`src/rtl/reg_pipe.sv`:
```
`default_nettype none
// ============================================================================
// Module   : reg_pipe
// Purpose  : N-bit, DEPTH-stage register pipeline with per-stage valid flags,
//            stall (ENABLE), synchronous flush (CLEAR) and a registered
//            occupancy count. Used as a configurable delay line / retiming
//            stage between datapath blocks on a shared clock.
// Ports    : CLOCK    - clock, all state updates on posedge
//            RESET    - asynchronous, active-low reset
//            ENABLE   - 1 = advance pipeline, 0 = hold
//            CLEAR    - synchronous flush (wins over ENABLE)
//            D/D_VALID- data and valid flag into stage 0
//            Q/Q_VALID- data and valid flag of stage DEPTH-1 (registered)
//            COUNT    - number of stages holding valid data (registered)
//            TAP_SEL/TAP_Q/TAP_VALID - stage observation mux, present only
//            when REG_PIPE_TAP_EN is defined
// Macro    : REG_PIPE_TAP_EN - adds the stage tap mux and its ports
// Revision : 1.0 - initial release
// ============================================================================
module reg_pipe #(
  parameter int           N         = 32,
  parameter int           DEPTH     = 4,
  parameter logic [N-1:0] RESET_VAL = '0
) (
  input  logic                       CLOCK,
  input  logic                       RESET,
  input  logic                       ENABLE,
  input  logic                       CLEAR,
  input  logic [N-1:0]               D,
  input  logic                       D_VALID,
  output logic [N-1:0]               Q,
  output logic                       Q_VALID,
  output logic [$clog2(DEPTH+1)-1:0] COUNT
`ifdef REG_PIPE_TAP_EN
  ,
  input  logic [((DEPTH > 1) ? $clog2(DEPTH) : 1)-1:0] TAP_SEL,
  output logic [N-1:0]               TAP_Q,
  output logic                       TAP_VALID
`endif
);

  localparam int CW = $clog2(DEPTH + 1);

  generate
    if (DEPTH < 1) begin : g_bad_depth
      $error("reg_pipe: DEPTH must be at least 1");
    end
  endgenerate

  // Stage 0 is the newest entry, stage DEPTH-1 drives Q.
  logic [N-1:0]    data_q  [DEPTH];
  logic [N-1:0]    data_d  [DEPTH];
  logic [DEPTH-1:0] valid_q;
  logic [DEPTH-1:0] valid_d;
  logic [CW-1:0]   count_q;
  logic [CW-1:0]   count_d;

  always_comb begin
    data_d  = data_q;
    valid_d = valid_q;
    count_d = count_q;
    if (CLEAR) begin
      for (int i = 0; i < DEPTH; i++) begin
        data_d[i] = RESET_VAL;
      end
      valid_d = '0;
      count_d = '0;
    end else if (ENABLE) begin
      data_d[0]  = D;
      valid_d[0] = D_VALID;
      for (int i = 1; i < DEPTH; i++) begin
        data_d[i]  = data_q[i-1];
        valid_d[i] = valid_q[i-1];
      end
      // Modular arithmetic: the full-pipe case (+1 then -1) wraps back
      // to DEPTH even when DEPTH+1 does not fit in CW bits.
      count_d = count_q + CW'(D_VALID) - CW'(valid_q[DEPTH-1]);
    end
  end

  always_ff @(posedge CLOCK or negedge RESET) begin
    if (!RESET) begin
      for (int i = 0; i < DEPTH; i++) begin
        data_q[i] <= RESET_VAL;
      end
      valid_q <= '0;
      count_q <= '0;
    end else begin
      data_q  <= data_d;
      valid_q <= valid_d;
      count_q <= count_d;
    end
  end

  assign Q       = data_q[DEPTH-1];
  assign Q_VALID = valid_q[DEPTH-1];
  assign COUNT   = count_q;

`ifdef REG_PIPE_TAP_EN
  localparam int TW = (DEPTH > 1) ? $clog2(DEPTH) : 1;

  // Compare-based mux so that selects beyond DEPTH-1 simply fall through
  // to the RESET_VAL/0 default without out-of-range indexing.
  always_comb begin
    TAP_Q     = RESET_VAL;
    TAP_VALID = 1'b0;
    for (int i = 0; i < DEPTH; i++) begin
      if (TAP_SEL == TW'(i)) begin
        TAP_Q     = data_q[i];
        TAP_VALID = valid_q[i];
      end
    end
  end
`endif

endmodule
`default_nettype wire

```
`config.mk`:
```
export PLATFORM = sky130hd
export DESIGN_NAME = reg_pipe
export DESIGN_NICKNAME = d
export VERILOG_FILES = /design/src/rtl/reg_pipe.sv
export SDC_FILE = /design/constraint.sdc
export NUM_CORES = 1
export LEC_CHECK = 0
export ABC_AREA = 1
export CELL_PAD_IN_SITES_DETAIL_PLACEMENT = 0
export CELL_PAD_IN_SITES_GLOBAL_PLACEMENT = 2
export CORE_ASPECT_RATIO = 1.75
export CORE_MARGIN = 10
export CORE_UTILIZATION = 33
export CTS_CLUSTER_DIAMETER = 40
export DETAILED_ROUTE_END_ITERATION = 12
export PLACE_DENSITY_LB_ADDON = 0.12
export SYNTH_ARGS = -nofsm -noshare
export SYNTH_HDL_FRONTEND = slang
export SYNTH_SLANG_ARGS = --single-unit
export TNS_END_PERCENT = 30
```
`constraint.sdc`:
```
create_clock -name CLOCK -period 1.59 [get_ports CLOCK]
set_input_delay 0.3975 -clock CLOCK [delete_from_list [all_inputs] [get_ports CLOCK]]
set_output_delay 0.3975 -clock CLOCK [all_outputs]
set_load 0.05 [all_outputs]
```
* After elaboration in Yosys (flattened, before gate mapping)
Index checks and enable logic that the tools add are counted.
W data, S select, Z words.
** Operators by class
- $add $sub $neg :: 2
- Reduce and logical (&&, ||, !) cells :: 1
- Multiplexer cells :: 6
** Operators by type and width (count)
- $mux W128 :: 2
- $mux W4 :: 2
- $mux W3 :: 2
- $add A3 B1 Y3 :: 1
- $sub A3 B1 Y3 :: 1
- $reduce_bool A2 Y1 :: 1
** Word-level totals
- Output and inout port bits :: 36
- Flip-flop bits (word level) :: 135
- Input port bits :: 37

* Depth between registers and ports, before layout
- Depth in word-level cells :: 4
- Depth in mapped cells :: 9

* Worst setup path after synthesis
No wires, ideal clock.
- Path kind :: register -> register
- Start point :: register count_q[0], in the netlist COUNT[0]
- End point :: register count_q[2], in the netlist COUNT[2]
- Data arrival time :: 1.820 ns
- Slack :: -0.348 ns
- Required time :: 1.472 ns
- Path buffers :: 0
- Cell stages (with the launch flop) :: 10
- Setup time :: 0.118 ns
- Cells stage by stage :: dfrtp_1 > inv_1 > ha_1 > inv_1 > ha_1 > inv_1 > fa_1 > nand3b_1 > nand3_1 > nand2_1
** Between the ends
- Word-level cells in the longest chain between the ends :: 4
** Ends and longest elaborated chain
- start, declared :: RTL line 55 : logic [CW-1:0] count_q;
- start signal, assigned :: RTL line 91 : count_q <= count_d;
- $add A3 B1 Y3 :: RTL line 77 : count_d = count_q + CW'(D_VALID) - CW'(valid_q[DEPTH-1]);
- $sub A3 B1 Y3 :: RTL line 77
- $mux W3 :: RTL line 68 : end else if (ENABLE) begin
- $mux W3 :: RTL line 62 : if (CLEAR) begin
No other way between the ends. The select of a mux whose other input is x is not followed.
A chain may end at the register's enable or synchronous reset.

* Worst setup path in the final report
- Start point :: register count_q[0], in the netlist COUNT[0]
- End point :: register count_q[1], in the netlist COUNT[1]
Same word-level chain as after synthesis.

==> impl_metrics.toml <==
[critical_path]
critical_path_required_ps = 1880
crit_fanout = 2
critical_path.endpoint_type = "flop"
critical_path_start_end_classification = "reg2reg"
category_of_the_worst_setup_path_launch_point = "flop"
crit_arrival_ps = 1880

[cells_and_area]
area_growth_syn_to_fin_pct = 30.1
final_net_count = 608
final_cell_mix = "dfrtp_1, inv_1, nand2_1"
final_core_utilization_pct = 43.7
share_of_cells_above_drive_strength_1_pct = 32.5
insertedDiodeCount = 0
mostFrequentLayoutCell = "dfrtp_1"

[floorplanning]
core-area_sq_mm = 0.0175
floorplan.die.height_microns = 197
rows = 64
ios = 73
starting_utilization_of_the_core_area_pct = 33.6
chipWidth_microns = 121
floorplan_die_area_sq_mm = 0.0238

[timing]
timing.max_slew.rel_slack_pct = 76.3
timing.final.hold_violations = 0
maxSlewViolCount = 0
clock.fmax_mhz = 629
worst_slew_pin_slew_ps = 356
totalNegativeSetupSlack_ps = 0
rsz0062_at_grt = "true"
timing.clock.skew_ps = 8.16
finalSetupViolCount = 0
clock_period_minus_final_worst_setup_slack_ps = 1590
fin_crit_sh_pct = 99.9

[global_route]
grt_start_max_net_pins = 48
gr-usage-all-layers_pct = 10.8
globalRoute.totalOverflow = 0
first_global_vias = 3847
antenna_found_initial = 0
grt_first_pass_wirelength_microns = 20400

[drt]
drt.antenna.violating_nets = 0
routed_via_density = 4.36
route.vias.total = 3538
1st_iter_drt_viols = 61
detail_route.wl_per_cell_microns = 14.9
total_iterations_of_the_first_detailed_routing_run = 4
route.detailed.drc = 0
route.final.wire_length_microns = 12100

[job]
timing.max_cap.violations = 0

[hold_path]
hold_path.class = "in2async"

[power_and_ir_drop]
pwr-share-seq_pct = 44.6
power.switching_w = 0.00195
clock_power_share_pct = 46.4
leakage_nw = 3.19
internal_power_w = 0.00605
p_comb_share_pct = 9.0
vdd.ir_drop.worst_uv = 669
power_per_cell_area_mw_per_mm2 = 1040
switch_share_pct = 24.4
report.power.total_w = 0.00800

[placement]
gp_congestion = 0.720
dpl.hpwl_microns = 8000
placement.io_buffers = 72

[clocking]
cts_tree = "yes"
clk_transition_reported_paths_ps = 60
worst_skew_pair.late_latency_ps = 410
tritoncts.num_buffers = 17
cts-htree-levels = 4
clock-root-buffer = "clkbuf_16"
clock_sinks = 135
max-clock-path-buffers = 2

[synthesis]
postSynthAreaPerCell_sq_um = 11.4
syn-num-nets = 557
post_synthesis_register_bit_count = 135
synth.yosys.seq_area_share_pct = 57.4
cell_area_synth_sq_mm = 0.00589
yosys_warnings = 0
netlist_instances = 517
synth_cell_types = 16

[status]
outcome = "complete, no violations"
-- metal layers --
metal  global-route usage (%)  share of wire (%)  vias to the layer above
li1                         -                  -                     1726
met2                     17.0                 50                       63
met4                     4.58                1.7                        0
met5                        0                  0                        -
met3                     3.72                4.7                       16
met1                     13.1                 43                     1733
-- worst paths after layout --
check                            from     endpoint  slack (ps)  cells after the start
hold reg to reg            data_q[56]   data_q[56]         510                      2
min in group CLOCK         data_q[56]   data_q[56]         510                      2
setup / recovery             COUNT[0]     COUNT[1]           1                      7
max in group asynchronous       RESET         Q[0]         560                      3
setup reg to reg             COUNT[0]     COUNT[1]           1                      7
hold / removal                  RESET  data_q[121]         450                      2
-- flip-flops by register name, indices dropped and copies added (netlist names) --
| signal | cells |
|---|---|
| data_q | 96 |
| Q | 32 |
| valid_q | 4 |
| COUNT | 3 |
-- what timing repair did --
item | 4_1_cts | 5_1_grt
pin swaps | 1 | 0
endpoints found under the setup margin | 2 | 2
hold endpoints to repair | 31 | 0
setup buffers | 1 | 0
cloned | 0 | 0
resized for setup | 4 | 1
hold buffers | 1 | 0
-- worst max-delay path, stage by stage, from the launching register on --
cell and delay, ps:
dfrtp_2 410, inv_2 70, ha_4 200, inv_4 50, ha_4 110, inv_2 30, fa_2 520, o22ai_2 70
-- kinds of logic (layout without fill, tap and decap cells) --
family / count (synthesis) / after routing / share of synthesized area, %
compound gates: 134 / 134 / 21.4
fa+ha+maj: 3 / 3 / 0.765
flops: 135 / 135 / 57.4
simple gates: 78 / 78 / 5.21
buf+inv: 167 / 231 / 15.2
-- stage by stage --
stage,area [sq um],hold slack [ps],cells,setup slack [ps]
2_1_floorplan,5900,102,517,-156
3_3_place_gp,7060,321,778,-230
3_5_place_dp,7060,329,778,-230
4_1_cts,7660,461,812,4.96
5_1_grt,7660,491,812,-98.2
6_report,7660,454,812,1.35
-- layout make-up --
cell class / count / area [sq um]
repair buffers: 92 / 1370
clock buffers: 19 / 443
inverters: 107 / 407
multi-input cells: 215 / 1650
clock inverters: 13 / 123
flip-flops and latches: 135 / 3380
well taps: 231 / 289
fillers: 1641 / 9880
-- synthesized netlist by cell type --
cell type / number / area share (%)
nand2_1: 74 / 4.7
fa_1: 1 / 0.34
ha_1: 2 / 0.43
nand3_1: 2 / 0.17
o22ai_2: 67 / 14
clkbuf_1: 1 / 0.064
nor2_4: 1 / 0.19
nand3b_1: 1 / 0.13
o21ai_2: 23 / 3.4
o21ai_1: 44 / 3.7
inv_1: 105 / 6.7
dfrtp_1: 135 / 57
buf_4: 36 / 4.6
inv_2: 2 / 0.13
buf_6: 17 / 3.3
buf_2: 6 / 0.51
-- power groups by stage --
stage	clock, W	sequential (W)	combinational (W)
finish	0.00371	0.00357	0.000723
floorplan	0	0.00364	0.000400
detailed placement	0	0.00363	0.000730
global placement	0	0.00363	0.000721
global route	0.00401	0.00358	0.000796
CTS	0.00383	0.00357	0.000743
Power figures use the tool's default switching activity.
